==> config.mk <==
export PLATFORM = sky130hd
export DESIGN_NAME = sram_stream_reader
export DESIGN_NICKNAME = d
export VERILOG_FILES = /design/src/rtl/sram_stream_reader.sv
export SDC_FILE = /design/constraint.sdc
export NUM_CORES = 1
export LEC_CHECK = 0
export BUFFER_PORTS_ARGS = -buffer_cell sky130_fd_sc_hd__buf_2
export CORE_MARGIN = 5
export CORE_UTILIZATION = 38
export DETAILED_ROUTE_END_ITERATION = 8
export SLEW_MARGIN = 20
export SYNTH_ARGS = -nofsm -noshare
export SYNTH_HDL_FRONTEND = slang
export SYNTH_SLANG_ARGS = --single-unit
export TNS_END_PERCENT = 1
==> constraint.sdc <==
create_clock -name CK -period 4.35 [get_ports CK]
set_clock_uncertainty 0.15 [all_clocks]
set_input_delay 0.435 -clock CK [delete_from_list [all_inputs] [get_ports CK]]
set_output_delay 0.435 -clock CK [all_outputs]
set_load 0.03 [all_outputs]
==> src/rtl/sram_stream_reader.sv <==
// Burst read engine for a registered-read SRAM: issues one read per cycle, hides the 1-cycle
// read latency and delivers words on a valid/ready stream through a 2-entry skid buffer.
module sram_stream_reader #(
  parameter int unsigned ADDR_W = 10,
  parameter int unsigned DATA_W = 24,
  parameter int unsigned LEN_W  = 11
) (
  input  logic              CK,
  input  logic              RST_N,
  input  logic              cmd_valid,
  output logic              cmd_ready,
  input  logic [ADDR_W-1:0] cmd_addr,
  input  logic [LEN_W-1:0]  cmd_len,
  output logic              out_valid,
  input  logic              out_ready,
  output logic [DATA_W-1:0] out_data,
  output logic              done,
  output logic              busy,
  output logic              mem_cs,
  output logic              mem_web,
  output logic              mem_re,
  output logic [ADDR_W-1:0] mem_raddr,
  input  logic [DATA_W-1:0] mem_dout
);

  typedef enum logic [1:0] {StIdle, StRun, StDrain} state_e;

  state_e            state_q;
  logic [ADDR_W-1:0] rd_addr_q;
  logic [LEN_W-1:0]  remaining_q;
  logic              inflight_q;
  logic [1:0]        occ_q;
  logic [DATA_W-1:0] fifo_q [2];
  logic              wr_ptr_q;
  logic              rd_ptr_q;
  logic              done_q;

  logic pop;
  logic issue;
  logic drain_done;

  always_comb begin
    pop   = out_valid && out_ready;
    // Buffered plus in-flight words may never exceed the two buffer slots.
    issue = (state_q == StRun) && (remaining_q != '0) &&
            (({1'b0, occ_q} + {2'b0, inflight_q}) < (3'd2 + {2'b0, pop}));
    // Leave DRAIN on the edge that empties the buffer, so done lines up with the first IDLE cycle.
    drain_done = (state_q == StDrain) && !inflight_q && (occ_q == {1'b0, pop});
  end

  assign cmd_ready = (state_q == StIdle);
  assign busy      = (state_q != StIdle);
  assign out_valid = (occ_q != 2'd0);
  assign out_data  = fifo_q[rd_ptr_q];
  assign done      = done_q;
  assign mem_re    = issue;
  assign mem_cs    = issue;
  assign mem_web   = 1'b1;
  assign mem_raddr = rd_addr_q;

  always_ff @(posedge CK or negedge RST_N) begin
    if (!RST_N) begin
      state_q     <= StIdle;
      rd_addr_q   <= '0;
      remaining_q <= '0;
      inflight_q  <= 1'b0;
      occ_q       <= 2'd0;
      wr_ptr_q    <= 1'b0;
      rd_ptr_q    <= 1'b0;
      done_q      <= 1'b0;
      for (int i = 0; i < 2; i++) begin
        fifo_q[i] <= '0;
      end
    end else begin
      done_q     <= 1'b0;
      inflight_q <= issue;
      occ_q      <= occ_q + {1'b0, inflight_q} - {1'b0, pop};
      // mem_dout is only meaningful the cycle after a read.
      if (inflight_q) begin
        fifo_q[wr_ptr_q] <= mem_dout;
        wr_ptr_q         <= ~wr_ptr_q;
      end
      if (pop) begin
        rd_ptr_q <= ~rd_ptr_q;
      end

      unique case (state_q)
        StIdle: begin
          if (cmd_valid) begin
            if (cmd_len == '0) begin
              done_q <= 1'b1;
            end else begin
              rd_addr_q   <= cmd_addr;
              remaining_q <= cmd_len;
              state_q     <= StRun;
            end
          end
        end
        StRun: begin
          if (issue) begin
            rd_addr_q   <= rd_addr_q + ADDR_W'(1);
            remaining_q <= remaining_q - LEN_W'(1);
            if (remaining_q == LEN_W'(1)) begin
              state_q <= StDrain;
            end
          end
        end
        StDrain: begin
          if (drain_done) begin
            state_q <= StIdle;
            done_q  <= 1'b1;
          end
        end
        default: state_q <= StIdle;
      endcase
    end
  end

endmodule

==> impl_metrics.yaml <==
floorplanning:
  rows: 36
  die_area_um2: 12300
  pin_count: 90
  core_area_um2: 9860
  die_w_um: 111
  dieHeight_um: 111
  initial_utilization: 0.392
yosys:
  synth_seq_cells: 77
  synth_fp_nets: 401
  yosys.cell_types.count: 50
  synthCells: 344
  async_reset_ff_frac: 1.00
  syn_area_per_cell_um2: 11.2
  synth_warnings: 0
  synth_area_leaders: "dfrtp_1 50%, mux2_2 21%, a21oi_1 3.5%"
  syn_area_um2: 3870
  synthFlopType: "dfrtp_1"
  ys_seq_area_frac: 0.498
  synth_top_area_share: 0.498
  synth_area_leader_cell: "dfrtp_1"
  synth_edf_count: 0
  synth.most_common_cell: "dfrtp_1"
  synth_common_cells: "77 x dfrtp_1, 72 x mux2_2, 27 x a21oi_1, 23 x nand2_1, 15 x o21ai_0"
grt:
  gr-total-overflow: 0
  grt_max_degree: 78
  antenna_found_initial: 0
  grt_pass1_vias: 3127
  grtUsageTotal: 0.145
  grt_pass1_wl_um: 14800
timing:
  post-route-min-period_ns: 2.90
  fin_tns_setup_ns: 0
  fin_hold_ws_ns: -0.0455
  rsz0062_at_grt: "false"
  slew_violations: 0
  worst_pin_slew_ns: 1.11
  slew_headroom: 0.257
  setup_viol: 0
  hold_viol_final: 21
  max_freq_mhz: 344
  period_share: 0.668
placement:
  gp_congestion: 0.770
  dp.cells: 546
  dp_hpwl_um: 5970
  portBuffers: 88
layout:
  diodes: 0
  fin_nets: 481
  areaGrowthSynthToFinish_pct: 19.9
  instances_no_fill: 562
  nFillCells: 922
  drive_above_1_share: 0.438
setup_path:
  max_stage_delay_ns: 0.97
  cp-start-kind: "register"
  arrival_ns: 2.99
  crit_path_max_fanout: 30
  crit_path_end_kind: "register"
  worstSetupPathType: "reg -> reg"
  slowest_stage: "a32o_1"
  worstPathRequired_ns: 4.43
  cp_cell_sequence: "nand2b_1 > nor2_1 > a32o_1 > o21ai_1 > a22o_1"
clock_tree:
  cts.repair.resized: 0
  hold_buffers: 0
  tritoncts: "built"
  clock_path_buffers: 2
  htree_levels: 3
  cts_root_buffer: "clkbuf_8"
  cts_buffers: 9
  path_clk_slew_ns: 0.08
  cts_setup_buffers: 0
  cts_sinks: 77
  insertion_delay_ns: 0.34
pwr:
  powerDensity_nw_per_um2: 939
  p_leak_nw: 2.08
  vdd_ir_drop_max_uv: 446
routing:
  drtAntennaViolNets: 0
  via_per_inst: 5.19
  routed_wirelength_um: 8670
  vias: 2916
  wl_per_cell_um: 15.4
  route.detailed.drc: 0
  drt_iter0_drc: 174
  drt_pre_antenna_iters: 4
hold_path:
  hold_path_class: "in -> async"
job:
  maxCapViolations: 0
run_status:
  violations: "hold timing"
  status: "finished, violations left"
per-stage QoR:
stage / power, W / worst slack, ns / cell area, µm² / util
4_1_cts: 0.00441 / 1.51 / 4630 / 0.469
2_1_floorplan: 0.00323 / 2.09 / 3870 / -
3_5_place_dp: 0.00377 / 1.52 / 4400 / 0.446
5_1_grt: 0.00471 / 1.14 / 4640 / 0.470
3_3_place_gp: 0.00370 / 1.57 / 4400 / 0.446
6_report: 0.00436 / 1.45 / 4640 / 0.470
state kept, by name, indices dropped and copies added (netlist names):
name,count
done,1
fifo_q,48
inflight_q,1
mem_raddr,10
occ_q,2
rd_ptr_q,1
remaining_q,11
state_q,2
wr_ptr_q,1
critical path: cells and delay by family (launching register included):
kind	cells	cell delay [ns]
and+or+nand+nor	2	0.79
DFF	1	0.50
AOI/OAI and AO/OA	3	1.34
cell usage in the layout, fill, tap and decap left out, types with 2 or more instances in the layout:
cell type / Yosys / final
dfrtp_1: 77 / 77
o32ai_1: 2 / 2
buf_2: 5 / 87
o22a_1: 2 / 2
nor2_1: 14 / 14
o21ai_1: 5 / 5
a31oi_1: 3 / 3
nand3_1: 7 / 7
and3_1: 3 / 3
xnor2_1: 5 / 5
mux2_2: 72 / 72
nor3_1: 6 / 6
inv_1: 10 / 10
nand4_1: 4 / 4
nand2_1: 23 / 22
buf_4: 4 / 3
ha_1: 8 / 8
o22ai_1: 4 / 4
o21ai_0: 15 / 15
bufinv_16: 0 / 2
clkbuf_8: 0 / 11
or4_1: 2 / 2
a22oi_1: 2 / 2
clkbuf_1: 12 / 2
nor4_1: 2 / 2
or2_2: 2 / 2
or4_4: 2 / 2
a21oi_1: 27 / 27
where the power goes:
group | internal [W] | switching, W
Sequential | 0.00109 | 0.000301
Combinational | 0.000964 | 0.00138
Clock | 0.000356 | 0.000263
metal layers:
metal,vias up,wire length [µm],global-route usage
met5,-,0,0
met4,0,75,0.0468
met3,7,490,0.0437
met2,66,4290,0.248
met1,1444,3810,0.176
li1,1399,-,-
cell families (layout without fill, tap and decap cells):
group,Yosys count,count (layout),synth area share
flip-flops,77,77,0.498
other,1,1,0.000969
AND/OR/NAND/NOR,77,77,0.104
AO/OA/AOI/OAI,71,71,0.112
multiplexers,72,72,0.210
XOR/XNOR,6,6,0.0136
buffers and inverters,32,117,0.0365
adder cells (fa/ha/maj),8,8,0.0259
final cells by class:
type                    count  area [µm²]  area share
inverters                  10        37.5     0.00809
flip-flops and latches     77        1930       0.415
multi-input cells         235        1810       0.391
clock inverters             3        67.6      0.0146
clock buffers              13         159      0.0342
well taps                 133         166      0.0359
repair buffers             91         469       0.101
worst paths after layout:
| check | from | end | slack, ns | depth (start not counted) |
|---|---|---|---|---|
| max | state_q[1] | remaining_q[6] | 1.45 | 5 |
| min | RST_N | mem_raddr[7] | -0.05 | 1 |
| max reg2reg | state_q[1] | remaining_q[6] | 1.45 | 5 |
| min reg2reg | fifo_q[7] | fifo_q[7] | 0.36 | 1 |
| max in group asynchronous | RST_N | fifo_q[17] | 3.58 | 1 |
| min in group CK | mem_dout[14] | fifo_q[14] | 0.18 | 2 |
Note: power is estimated with default switching activity, not from simulation.
